### src/rtl/branch_target_buffer.sv
`default_nettype none
// ============================================================================
// Module   : branch_target_buffer
// Brief    : Direct-mapped BTB with 2-bit saturating counters and branch
//            statistics. Lookups are combinational; training happens at posedge.
// Revision : 1.0 - initial release
// ============================================================================
module branch_target_buffer #(
    parameter  int ENTRIES = 16,
    localparam int IDX_W   = $clog2(ENTRIES)
) (
    input  logic        clk,
    input  logic        rst,
    input  logic [31:0] if_pc,
    output logic        pred_taken,
    output logic [31:0] pred_target,
    output logic        pred_hit,
    input  logic        flush,
    input  logic        upd_valid,
    input  logic [31:0] upd_pc,
    input  logic        upd_taken,
    input  logic [31:0] upd_target,
    input  logic        upd_mispredict,
    output logic [31:0] branch_cnt,
    output logic [31:0] mispredict_cnt
);

    localparam int        c_TAG_W    = 30 - IDX_W;
    localparam logic [1:0] c_CNT_SNT = 2'b00;
    localparam logic [1:0] c_CNT_WNT = 2'b01;
    localparam logic [1:0] c_CNT_WT  = 2'b10;
    localparam logic [1:0] c_CNT_ST  = 2'b11;

    logic                 r_valid  [ENTRIES];
    logic [c_TAG_W-1:0]   r_tag    [ENTRIES];
    logic [31:0]          r_target [ENTRIES];
    logic [1:0]           r_cnt    [ENTRIES];

    logic [IDX_W-1:0]     w_idx;
    logic [c_TAG_W-1:0]   w_tag;
    logic                 w_hit;
    logic [IDX_W-1:0]     w_uidx;
    logic [c_TAG_W-1:0]   w_utag;
    logic                 w_uhit;
    logic                 w_unused;

    // Instructions are word aligned, so the byte offset carries no information.
    assign w_unused = ^{if_pc[1:0], upd_pc[1:0]};

    assign w_idx  = if_pc[IDX_W+1:2];
    assign w_tag  = if_pc[31:IDX_W+2];
    assign w_uidx = upd_pc[IDX_W+1:2];
    assign w_utag = upd_pc[31:IDX_W+2];

    assign w_hit  = r_valid[w_idx]  && (r_tag[w_idx]  == w_tag);
    assign w_uhit = r_valid[w_uidx] && (r_tag[w_uidx] == w_utag);

    assign pred_hit    = w_hit;
    assign pred_taken  = w_hit && r_cnt[w_idx][1];
    assign pred_target = pred_taken ? r_target[w_idx] : (if_pc + 32'd4);

    always_ff @(posedge clk or posedge rst) begin
        if (rst) begin
            for (int i = 0; i < ENTRIES; i++) begin
                r_valid[i]  <= 1'b0;
                r_tag[i]    <= '0;
                r_target[i] <= '0;
                r_cnt[i]    <= c_CNT_WNT;
            end
        end else if (flush) begin
            // Flush beats any same-cycle training; only valid bits matter afterwards.
            for (int i = 0; i < ENTRIES; i++) begin
                r_valid[i] <= 1'b0;
            end
        end else if (upd_valid) begin
            if (w_uhit) begin
                if (upd_taken) begin
                    r_target[w_uidx] <= upd_target;
                    if (r_cnt[w_uidx] != c_CNT_ST) begin
                        r_cnt[w_uidx] <= r_cnt[w_uidx] + 2'd1;
                    end
                end else if (r_cnt[w_uidx] != c_CNT_SNT) begin
                    r_cnt[w_uidx] <= r_cnt[w_uidx] - 2'd1;
                end
            end else if (upd_taken) begin
                r_valid[w_uidx]  <= 1'b1;
                r_tag[w_uidx]    <= w_utag;
                r_target[w_uidx] <= upd_target;
                r_cnt[w_uidx]    <= c_CNT_WT;
            end
        end
    end

    // Statistics are independent of flush and wrap naturally.
    always_ff @(posedge clk or posedge rst) begin
        if (rst) begin
            branch_cnt     <= '0;
            mispredict_cnt <= '0;
        end else if (upd_valid) begin
            branch_cnt <= branch_cnt + 32'd1;
            if (upd_mispredict) begin
                mispredict_cnt <= mispredict_cnt + 32'd1;
            end
        end
    end

endmodule
`default_nettype wire

### config.mk
export PLATFORM = sky130hd
export DESIGN_NAME = branch_target_buffer
export DESIGN_NICKNAME = d
export VERILOG_FILES = /design/src/rtl/branch_target_buffer.sv
export SDC_FILE = /design/constraint.sdc
export NUM_CORES = 2
export LEC_CHECK = 0
export BUFFER_PORTS_ARGS = -buffer_cell sky130_fd_sc_hd__buf_2
export CAP_MARGIN = 20
export CORE_MARGIN = 8
export CORE_UTILIZATION = 50
export CTS_BUF_LIST = sky130_fd_sc_hd__clkbuf_16
export CTS_CLUSTER_DIAMETER = 40
export DETAILED_ROUTE_END_ITERATION = 8
export PLACE_DENSITY = 0.65
export RECOVER_POWER = 50
export SLEW_MARGIN = 20
export SYNTH_ARGS = -nofsm -noshare
export SYNTH_HDL_FRONTEND = slang
export SYNTH_SLANG_ARGS = --single-unit
### constraint.sdc
create_clock -name clk -period 89.6 [get_ports clk]
set_clock_uncertainty 0.2 [all_clocks]
set_input_delay 4.48 -clock clk [delete_from_list [all_inputs] [get_ports clk]]
set_output_delay 4.48 -clock clk [all_outputs]
set_load 0.02 [all_outputs]
==> summary.txt <==
Run status
  – Status: finished, violations left
  – Failing checks: max-capacitance violations, max-slew violations

Place
  – Placed cell count: 4782
  – Pre-CTS setup slack: 74.68 ns
  – Number of port buffers: 197
  – RD Place Congestion: 0.8900
  – Post-DP HPWL: 88130 um

STA
  – Final hold vios: 0
  – Actual slew at the worst max-slew pin: 8.628 ns
  – Tcrit/Tclk final: 0.2034
  – Worst setup margin: 71.38 ns
  – TNS Setup: 0 ns
  – Fin. max-slew vios: 1040
  – Fin crit period: 18.22 ns
  – Slew Limit Headroom: -4.752
  – Fmax: 0.05487 GHz
  – RSZ-0062 raised after global routing: false
  – Endpoints failing setup: 0

Logic synthesis
  – Synth cell types: 56
  – Sequential area share after synthesis: 0.4987
  – Commonest cells post-synth: 1024 x dfrtp_1, 956 x mux2_2, 378 x mux4_2
  – #FFs+latches synth: 1040
  – Avg Inst Size Synth: 15.24 um^2
  – Most used DFF post-synth: dfrtp_1
  – Most frequent cell after synthesis: dfrtp_1
  – Synthesized area: 52220 um^2
  – Area share of the largest cell type after synthesis: 0.4907
  – Cell count after synthesis: 3427
  – Post-synthesis async set-or-reset flop share: 1.000
  – Post-synth EDFFs: 0
  – Top cells by area, synth: dfrtp_1 49%, mux2_2 21%, mux4_2 16%
  – Synth area leader: dfrtp_1
  – Syn Nets: 3534
  – Synth warn: 0

Worst setup path
  – Critical Path Sink Type: asynchronous set/reset pin
  – CP Data Arrival Time: 17.72 ns
  – Path type of the worst setup path: primary input to asynchronous set/reset pin
  – Crit-path most repeated cell: clkbuf_1
  – Critical path, cell by cell: clkbuf_1, clkinvlp_2, clkbuf_1, clkbuf_1
  – Worst path top cell family by delay: buffers and inverters
  – Worst-path maximum fanout: 173
  – Flop2flop setup slack: 84.44 ns
  – CP peak stage delay: 6.24 ns
  – Worst EP required: 89.09 ns
  – Worst Path Buf+Inv: 4
  – Type of origin of the critical path: primary input
  – Crit path max-delay cell type: clkbuf_1

Floorplan
  – Starting density of the core: 0.5046
  – Die height: 339.2 um
  – Die Width: 339.2 um
  – FP Rows: 118
  – DIE AREA: 115000 um^2
  – Core area: 103500 um^2
  – Top Ports: 200

GRT
  – Number of global-route vias before repair: 35060
  – GR Layer Usage met1: 0.3489
  – Met2 Use GR: 0.4117
  – Remaining global-route overflow: 0
  – First-pass GRT wire length: 226000 um
  – Top Usage Layer GRT: met2
  – Gr usage total: 0.2557
  – Pin count of the biggest net entering global routing: 174
  – Met3 Resource Use GR: 0.05266
  – Initial antenna violation count: 25

Cells and area
  – Post-Layout Cell Count: 5075
  – Final net count: 3668
  – Layout cells sized above 1: 0.5030
  – Post-layout util: 0.5772
  – Area growth syn-to-layout: 14.39%

Clock network
  – Htree depth: 4
  – TritonCTS clock tree: done
  – Hold-fix buffer count after cts: 0
  – Root buffer cell: clkbuf_16
  – Clock-pin slew on the worst setup and hold paths: 0.05 ns
  – Setup bufs post-CTS: 0
  – Bufs on Longest Clock Path: 3
  – Resize count post-CTS: 0
  – Inserted Clock Buffers: 156
  – # clock sinks: 1040
  – Clock latency at the later pin of the worst-skew pair: 0.75 ns

Route
  – DRT Pass-1 Iters: 5
  – Number of remaining DRC errors: 0
  – Vias/cell: 6.322
  – Antenna viol nets, final: 0
  – WL/cell: 28.99 um
  – Routed wire length: 147100 um
  – Total number of vias: 32090
  – Initial DRC count: 2439

Run
  – Max Cap Viol: 15

Hold path
  – Type of the worst min-delay path: flop to flop

Power and ir drop
  – Pleak: 0.02662 uW
  – Max rail drop VDD: 0.00002172 V
  – PwrDens: 23.13 nW/um^2
  – Total Power: 1381 uW
## where the power goes
part,leakage [uW],switching (uW),total [uW],internal [uW]
Combinational,0.0102,84.7,188,103
Sequential,0.0138,40.0,571,531
Clock,0.00263,230,623,393
## state kept, by name, summed over array words and instances, names as in the netlist
register / flops
r_target: 512
r_tag: 416
branch_cnt: 32
mispredict_cnt: 32
r_cnt: 32
r_valid: 16
## final cells by class
type	instances	area [um^2]
Tap cell	1380	1727
Fill cell	7978	43760
Clock buffer	161	4029
Timing Repair Buffer	265	1454
Sequential cell	1040	26050
Antenna cell	9	22.52
Clock inverter	122	1371
Multi-Input combinational cell	2076	25010
Inverter	22	83.83
## path summary, 6_finish.rpt
| path | from | end | depth (start not counted) |
|---|---|---|---|
| max in group clk | if_pc[2] | pred_target[8] | 12 |
| min in group asynchronous | rst | branch_cnt[17] | 2 |
| worst max register to register | r_tag[349] | r_tag[390] | 10 |
| worst min-delay path | branch_cnt[31] | branch_cnt[31] | 1 |
| worst max-delay path | rst | r_tag[306] | 4 |
| worst min register to register | branch_cnt[31] | branch_cnt[31] | 1 |
## worst reg2reg max path, stage by stage (launching register included)
cell	delay, ns
dfrtp_1	0.41
mux4_2	0.49
mux4_2	0.49
xor2_1	0.15
nor4_1	0.78
nand2_1	0.42
nor3_4	0.35
buf_4	0.54
nor2_4	0.28
buf_4	0.55
mux2_1	0.38
## cells in the final DEF, fill, tap and decap left out, types with 7 or more instances in the layout
cell        count
a211oi_1       19
clkbuf_16     161
bufinv_16      22
nor3_1          8
nor3_4         16
clkbuf_1       81
clkinv_1       11
xor2_1         50
nand4_1        27
a21o_1         11
a31oi_1         7
buf_4          51
mux4_2        378
mux2_2        956
mux2_4         20
nand3_1        37
dfstp_2        16
nand2_1        70
a21oi_1        28
dfrtp_1      1024
and3_1         23
clkinv_4       17
mux2_1         26
mux2i_1        90
nor2b_1        29
inv_1          34
nor2_1         50
diode_2         9
a22oi_1        22
nand2b_1        7
xnor2_1        97
a22o_1         17
clkinv_2       14
buf_2         124
inv_6          14
and4_1          7
nor2_4         15
clkinvlp_4     23
## layer usage
layer,routed length (um),share of wire,vias to the layer above
li1,-,-,13240
met1,61610,0.42,17330
met3,9915,0.067,343
met5,95,0.00065,-
met4,4656,0.032,16
met2,70870,0.48,1157
## cells by family after synthesis
| kind of cell | after synthesis | synth area share |
|---|---|---|
| xor gates and xnor gates | 147 | 0.02465 |
| adders and majority gates | 5 | 0.001198 |
| DFF | 1040 | 0.4987 |
| muxes | 1470 | 0.3978 |
| and+or+nand+nor | 317 | 0.03256 |
| AOI/OAI and AO/OA | 137 | 0.01852 |
| buffers and inverters | 311 | 0.02657 |
## stage by stage
stage / hold slack [ns] / area (um^2)
2_1_floorplan: 0.2612 / 52220
3_5_place_dp: 0.2621 / 54460
5_1_grt: 0.2988 / 59720
4_1_cts: 0.2688 / 59860
6_report: 0.2771 / 59740
3_3_place_gp: 0.2574 / 54430
Power figures use the tool's default switching activity.
